**src/rtl/dds_quadrant_reader_if.sv**
```systemverilog
// dds_quadrant_reader_if: bus between the quadrant reader and its environment
// Signals: enable, tick, step, memdir, addr_rd, data_pol and rom_data flow into
//   the reader; rom_addr, trigger, sample, sample_valid and overrun flow out.
// Modports: slave = the reader, master = the quadrant FSM / ROM side.
interface dds_quadrant_reader_if #(
    parameter int ADDR_W = 7,
    parameter int DATA_W = 8
);
    logic              enable;
    logic              tick;
    logic [ADDR_W-1:0] step;
    logic              memdir;
    logic [ADDR_W-1:0] addr_rd;
    logic              data_pol;
    logic [ADDR_W-1:0] rom_addr;
    logic [DATA_W-1:0] rom_data;
    logic              trigger;
    logic [DATA_W:0]   sample;
    logic              sample_valid;
    logic              overrun;

    modport slave (
        input  enable, tick, step, memdir, addr_rd, data_pol, rom_data,
        output rom_addr, trigger, sample, sample_valid, overrun
    );

    modport master (
        output enable, tick, step, memdir, addr_rd, data_pol, rom_data,
        input  rom_addr, trigger, sample, sample_valid, overrun
    );
endinterface

```
**src/rtl/dds_quadrant_reader.sv**
```systemverilog
// dds_quadrant_reader: quarter-wave ROM walker emitting signed DDS samples
// Ports: src_clk (sole clock), rst_n (async active-low reset),
//   bus (slave modport): quadrant controls and tick/step in, registered
//   rom_addr out, synchronous rom_data in, trigger/sample/sample_valid/overrun out.
module dds_quadrant_reader #(
    parameter int ADDR_W = 7,
    parameter int DATA_W = 8
) (
    input logic                  src_clk,
    input logic                  rst_n,
    dds_quadrant_reader_if.slave bus
);
    typedef enum logic [1:0] {IDLE, LOAD, RUN, WAIT} state_t;

    state_t            state_q, state_d;
    logic              wait_q, wait_d;
    logic              pend_q, pend_d;
    logic              ovr_q, ovr_d;
    logic              dir_q, dir_d;
    logic              trig_q, trig_d;
    logic              rd_q, rd_d;
    logic              pol_q, pol_d;
    logic              valid_q, valid_d;
    logic [ADDR_W-1:0] addr_q, addr_d;
    logic [ADDR_W-1:0] res_q, res_d;
    logic [DATA_W:0]   sample_q, sample_d;
    logic [DATA_W:0]   mag;
    logic [ADDR_W:0]   sum, diff;
    logic              svc, bnd, hold;

    // One extra bit on sum/diff flags crossing either end of the table.
    assign sum  = {1'b0, addr_q} + {1'b0, bus.step};
    assign diff = {1'b0, addr_q} - {1'b0, bus.step};
    assign bnd  = dir_q ? diff[ADDR_W] : sum[ADDR_W];
    assign svc  = bus.enable && state_q == RUN && (bus.tick || pend_q);
    assign hold = state_q == WAIT || state_q == LOAD;
    assign mag  = {1'b0, bus.rom_data};

    always_ff @(posedge src_clk or negedge rst_n) begin
        if (!rst_n) begin
            state_q <= IDLE;
            wait_q  <= 1'b0;
        end else begin
            state_q <= state_d;
            wait_q  <= wait_d;
        end
    end

    // WAIT lasts two cycles: wait_q marks the second one.
    always_comb begin
        state_d = state_q;
        wait_d  = 1'b0;
        if (!bus.enable) begin
            state_d = IDLE;
        end else begin
            case (state_q)
                IDLE: state_d = LOAD;
                LOAD: state_d = RUN;
                RUN:  state_d = svc && bnd ? WAIT : RUN;
                WAIT: begin
                    state_d = wait_q ? LOAD : WAIT;
                    wait_d  = !wait_q;
                end
                default: state_d = IDLE;
            endcase
        end
    end

    always_comb begin
        addr_d = addr_q;
        res_d  = res_q;
        dir_d  = dir_q;
        if (bus.enable && state_q == LOAD) begin
            addr_d = bus.memdir ? bus.addr_rd - res_q : bus.addr_rd + res_q;
            dir_d  = bus.memdir;
            res_d  = '0;
        end
        // On a boundary the address holds and the overshoot becomes the residue.
        if (svc) begin
            addr_d = bnd ? addr_q : (dir_q ? diff[ADDR_W-1:0] : sum[ADDR_W-1:0]);
            res_d  = bnd ? (dir_q ? ~diff[ADDR_W-1:0] : sum[ADDR_W-1:0]) : res_q;
        end
        if (!bus.enable)
            res_d = '0;
        pend_d   = bus.enable && hold && (pend_q || bus.tick);
        ovr_d    = bus.enable && (ovr_q || (bus.tick && pend_q));
        trig_d   = svc && bnd;
        rd_d     = svc;
        pol_d    = svc ? bus.data_pol : pol_q;
        // Polarity travels with the read so a late data_pol change is ignored.
        sample_d = rd_q ? (pol_q ? -mag : mag) : sample_q;
        valid_d  = rd_q;
    end

    always_ff @(posedge src_clk or negedge rst_n) begin
        if (!rst_n) begin
            addr_q   <= '0;
            res_q    <= '0;
            dir_q    <= 1'b0;
            pend_q   <= 1'b0;
            ovr_q    <= 1'b0;
            trig_q   <= 1'b0;
            rd_q     <= 1'b0;
            pol_q    <= 1'b0;
            sample_q <= '0;
            valid_q  <= 1'b0;
        end else begin
            addr_q   <= addr_d;
            res_q    <= res_d;
            dir_q    <= dir_d;
            pend_q   <= pend_d;
            ovr_q    <= ovr_d;
            trig_q   <= trig_d;
            rd_q     <= rd_d;
            pol_q    <= pol_d;
            sample_q <= sample_d;
            valid_q  <= valid_d;
        end
    end

    assign bus.rom_addr     = addr_q;
    assign bus.trigger      = trig_q;
    assign bus.sample       = sample_q;
    assign bus.sample_valid = valid_q;
    assign bus.overrun      = ovr_q;
endmodule

```
**src/flat_wrapper.sv**
```systemverilog
// flat-port wrapper written by rule: the top's interface ports become plain ports
module dds_quadrant_reader_flat 
#(
    parameter int ADDR_W = 7,
    parameter int DATA_W = 8
)
  (src_clk, rst_n, bus_enable, bus_tick, bus_step, bus_memdir, bus_addr_rd, bus_data_pol, bus_rom_data, bus_rom_addr, bus_trigger, bus_sample, bus_sample_valid, bus_overrun);
  dds_quadrant_reader_if #(.ADDR_W(ADDR_W), .DATA_W(DATA_W)) bus_i ();
  input logic src_clk;
  input logic rst_n;
  input wire logic [$bits(bus_i.enable)-1:0] bus_enable;
  input wire logic [$bits(bus_i.tick)-1:0] bus_tick;
  input wire logic [$bits(bus_i.step)-1:0] bus_step;
  input wire logic [$bits(bus_i.memdir)-1:0] bus_memdir;
  input wire logic [$bits(bus_i.addr_rd)-1:0] bus_addr_rd;
  input wire logic [$bits(bus_i.data_pol)-1:0] bus_data_pol;
  input wire logic [$bits(bus_i.rom_data)-1:0] bus_rom_data;
  output wire logic [$bits(bus_i.rom_addr)-1:0] bus_rom_addr;
  output wire logic [$bits(bus_i.trigger)-1:0] bus_trigger;
  output wire logic [$bits(bus_i.sample)-1:0] bus_sample;
  output wire logic [$bits(bus_i.sample_valid)-1:0] bus_sample_valid;
  output wire logic [$bits(bus_i.overrun)-1:0] bus_overrun;
  assign bus_i.enable = bus_enable;
  assign bus_i.tick = bus_tick;
  assign bus_i.step = bus_step;
  assign bus_i.memdir = bus_memdir;
  assign bus_i.addr_rd = bus_addr_rd;
  assign bus_i.data_pol = bus_data_pol;
  assign bus_i.rom_data = bus_rom_data;
  assign bus_rom_addr = bus_i.rom_addr;
  assign bus_trigger = bus_i.trigger;
  assign bus_sample = bus_i.sample;
  assign bus_sample_valid = bus_i.sample_valid;
  assign bus_overrun = bus_i.overrun;
  dds_quadrant_reader #(.ADDR_W(ADDR_W), .DATA_W(DATA_W)) u_core (.src_clk(src_clk), .rst_n(rst_n), .bus(bus_i));
endmodule
```
**config.mk**
```make
export PLATFORM = sky130hd
export DESIGN_NAME = dds_quadrant_reader_flat
export DESIGN_NICKNAME = d
export VERILOG_FILES = /design/src/rtl/dds_quadrant_reader_if.sv /design/src/rtl/dds_quadrant_reader.sv /design/src/flat_wrapper.sv
export SDC_FILE = /design/constraint.sdc
export NUM_CORES = 1
export LEC_CHECK = 0
export CAP_MARGIN = 20
export CORE_AREA = 2 2 95 78
export DETAILED_ROUTE_END_ITERATION = 8
export DIE_AREA = 0 0 97 80
export PLACE_DENSITY = 0.65
export SLEW_MARGIN = 20
export SYNTH_ARGS = -nofsm -noshare
export SYNTH_HDL_FRONTEND = slang
export SYNTH_SLANG_ARGS = --single-unit
```
**constraint.sdc**
```tcl
create_clock -name src_clk -period 3.6 [get_ports src_clk]
set_input_delay 0.54 -clock src_clk [delete_from_list [all_inputs] [get_ports src_clk]]
set_output_delay 0.54 -clock src_clk [all_outputs]
set_load 0.01 [all_outputs]
```
==> out/results.tsv <==
stage	metric	value	unit
status	status	completed	
floorplanning	Initial Utilization	39.1	%
setup_path	CP Depth	9	
placed_design	IO buf count	46	
cts	TritonCTS Buffers	5	
routing	ANT nets after route	0	
cells_and_area	design area	3270	um^2
synthesis	sequential fraction of the synthesis area	31.1	%
cts	# H-tree levels	2	
cts	CTS Sinks	33	
setup_path	Data arrival, critical path	3.07	ns
placed_design	Detail Placement HPWL	4600	um
global_routing	initial antenna violation count	0	
routing	DRT Pass-1 Iters	4	
synthesis	Synth Register Bits	33	
cts	Worst-path clk slew	0.07	ns
placed_design	Routability Congestion	0.839	
setup_path	required time of the critical path	3.73	ns
cts	CTS Hold Bufs	0	
placed_design	Placement Cell Area	3150	um^2
cells_and_area	Post-layout nets	386	
setup_path	slowest CP cell	a2111oi_1	
setup_path	CP delay by family, top	compound AO/OA/AOI/OAI gates	
min_path	Min-Delay Path Depth	1	
routing	DR vias/cell	5.22	
floorplanning	Die X	97	um
cells_and_area	area delta synth->final	23.3	%
setup_path	CP startpoint kind	input pin	
routing	DR vias	2198	
setup_path	crit-path max FO	5	
routing	DR DRC count	0	
cells_and_area	leading cell types in the layout, fill and taps excluded	46 x clkdlybuf4s50_1, 33 x dfrtp_1, 27 x nor2_1	
synthesis	Post-Synthesis Cells	293	
floorplanning	I/O Pins	47	
setup_path	CP endpoint kind	flop	
run	max cap viols	0	
global_routing	first-pass GRT wire length	10700	um
sta	endpoints failing setup	0	
sta	Final Hold Fails	0	
floorplanning	core area	6790	um^2
power	Lkg Pwr	1.39	nW
synthesis	Async S/R FF share, synth	100	%
setup_path	crit path kind	input pin to flop	
sta	final setup TNS	0	ns
cts	cts repair resizes	0	
setup_path	Buf+Inv Stages, Crit Path	2	
sta	Max Clk Rate	0.339	GHz
floorplanning	die area	7760	um^2
cells_and_area	layout cell share with drive strength beyond 1	6.89	%
cts	TritonCTS clock tree	done	
cts	Clock Latency Late Sink	0.28	ns
setup_path	slowest cell delay on critical path	0.70	ns
synthesis	Post-synth EDFFs	0	
power	Cell Pwr Density	708	nW/um^2
sta	max_slew headroom	51.9	%
cells_and_area	antenna diode instance count	0	
cts	Longest Clk Path Bufs	2	
floorplanning	row cnt	27	
global_routing	vias in the first global route	2222	
cts	setup repair bufs after CTS	0	
cts	root buf cell	clkbuf_8	
synthesis	Mapped Area	2650	um^2
sta	part of the cycle the worst path needs	81.8	%
routing	routed wire length	6100	um
min_path	min-delay worst type	flop to flop	
synthesis	Synthesis Warnings	0	
sta	Final Skew	0.00863	ns
routing	drt initial violations	71	
sta	Slew @ Worst Pin	0.720	ns
sta	minimum clock period	2.95	ns
setup_path	Reg2Reg Depth	6	
sta	smallest hold slack	0.435	ns
power	worst vdd ir	0.239	mV
sta	unrepaired setup endpoints after global routing	false	
synthesis	Net Count, Synth	346	
floorplanning	die height	80	um
global_routing	global route overflow	0	
synthesis	Top FF cell, synth	dfrtp_1	
global_routing	largest net degree at the start of global routing	34	
synthesis	Cell variety after synth	53	
sta	Slew Limit Fails	0	
cells_and_area	commonest non-fill, non-tap cell in the layout	clkdlybuf4s50_1	
routing	DR WL/cell	14.5	um
synthesis	syn avg cell area	9.05	um^2
global_routing	Total GRT Usage	16.9	%
setup_path	worst-path cell chain	clkdlybuf4s50_1 -> inv_1 -> ha_1 -> nand2b_4 -> a2111oi_1 -> o21ai_2 -> o211a_1 -> a211oi_1 -> a31oi_1	
==> synthesized netlist by cell type (3+ instances only) <==
| library cell | instances | area share [%] |
|---|---|---|
| a211oi_1 | 4 | 1.1 |
| a21oi_1 | 23 | 4.3 |
| a31oi_1 | 9 | 2.1 |
| buf_2 | 3 | 0.57 |
| clkbuf_1 | 6 | 0.85 |
| dfrtp_1 | 33 | 31 |
| fa_1 | 3 | 2.3 |
| ha_1 | 22 | 10 |
| inv_1 | 23 | 3.3 |
| mux2_4 | 4 | 2.3 |
| mux2i_1 | 8 | 3.0 |
| nand2_1 | 17 | 2.4 |
| nand2b_1 | 5 | 1.2 |
| nor2_1 | 27 | 3.8 |
| nor2b_1 | 5 | 1.2 |
| nor3_1 | 8 | 1.5 |
| o211ai_1 | 3 | 0.85 |
| o21a_1 | 4 | 1.1 |
| o21ai_0 | 16 | 3.0 |
| o31ai_1 | 3 | 0.85 |
| or3_1 | 5 | 1.2 |
| xnor2_1 | 12 | 4.0 |
| xor2_1 | 10 | 3.3 |
==> cell type report <==
cell class / count / area (um^2)
inverter: 24 / 90.1
tap: 87 / 109
timing repair buffer: 48 / 475
clock inverter: 1 / 30.0
sequential: 33 / 826
fill: 656 / 3520
clock buffer: 7 / 86.3
multi-input combinational: 221 / 1650
==> per-stage QoR <==
stage / worst slack [ns] / instances / total power, mW / util [%]
after floorplan: 1.17 / 293 / 1.55 / -
final: 0.654 / 421 / 2.32 / 48.2
after CTS: 0.646 / 421 / 2.33 / 48.2
after global routing: 0.471 / 421 / 2.54 / 48.2
after detailed placement: 0.368 / 413 / 1.95 / 46.5
after global placement: 0.441 / 413 / 1.94 / 46.5
==> power breakdown <==
part / leakage, nW / internal (mW) / switching [mW]
logic: 0.920 / 0.643 / 0.683
clock network: 0.0585 / 0.226 / 0.137
registers: 0.411 / 0.485 / 0.143
==> layer usage <==
| layer | share of wire, % | vias up | track usage, % |
|---|---|---|---|
| met5 | 0 | - | 0 |
| met4 | 1.1 | 0 | 3.94 |
| met3 | 4.8 | 10 | 3.94 |
| met2 | 44 | 52 | 26.1 |
| met1 | 50 | 1033 | 24.0 |
| li1 | - | 1103 | - |
==> registers in the layout (all words and copies together), names as in the netlist <==
signal and cells:
u_core.pol_q 1, u_core.bus.sample 9, u_core.bus.sample_valid 1, u_core.bus.trigger 1, u_core.wait_q 1, u_core.bus.overrun 1
u_core.bus.rom_addr 7, u_core.pend_q 1, u_core.state_q 2, u_core.res_q 7, u_core.rd_q 1, u_core.dir_q 1
==> final timing paths <==
path / slack [ns] / end / start
worst min-delay path: 0.43 / u_core.wait_q$_DFF_PN0_ / u_core.wait_q$_DFF_PN0_
worst max-delay path: 0.65 / u_core.bus.rom_addr[5]$_DFFE_PN0P_ / bus_step[1]
worst max register to register: 1.05 / u_core.res_q[4]$_DFFE_PN0P_ / u_core.bus.rom_addr[4]$_DFFE_PN0P_
worst min register to register: 0.43 / u_core.wait_q$_DFF_PN0_ / u_core.wait_q$_DFF_PN0_
max in group asynchronous: 2.63 / u_core.res_q[4]$_DFFE_PN0P_ / rst_n
min in group asynchronous: 0.67 / u_core.bus.rom_addr[4]$_DFFE_PN0P_ / rst_n
==> logic make-up after synthesis <==
group           share of synthesized area (%)
buf+inv                                  6.51
fa+ha+maj                                12.6
flops                                    31.1
compound gates                           21.9
mux                                      6.56
xor+xnor                                 7.26
simple gates                             14.0
(Power assumes the default switching activity.)
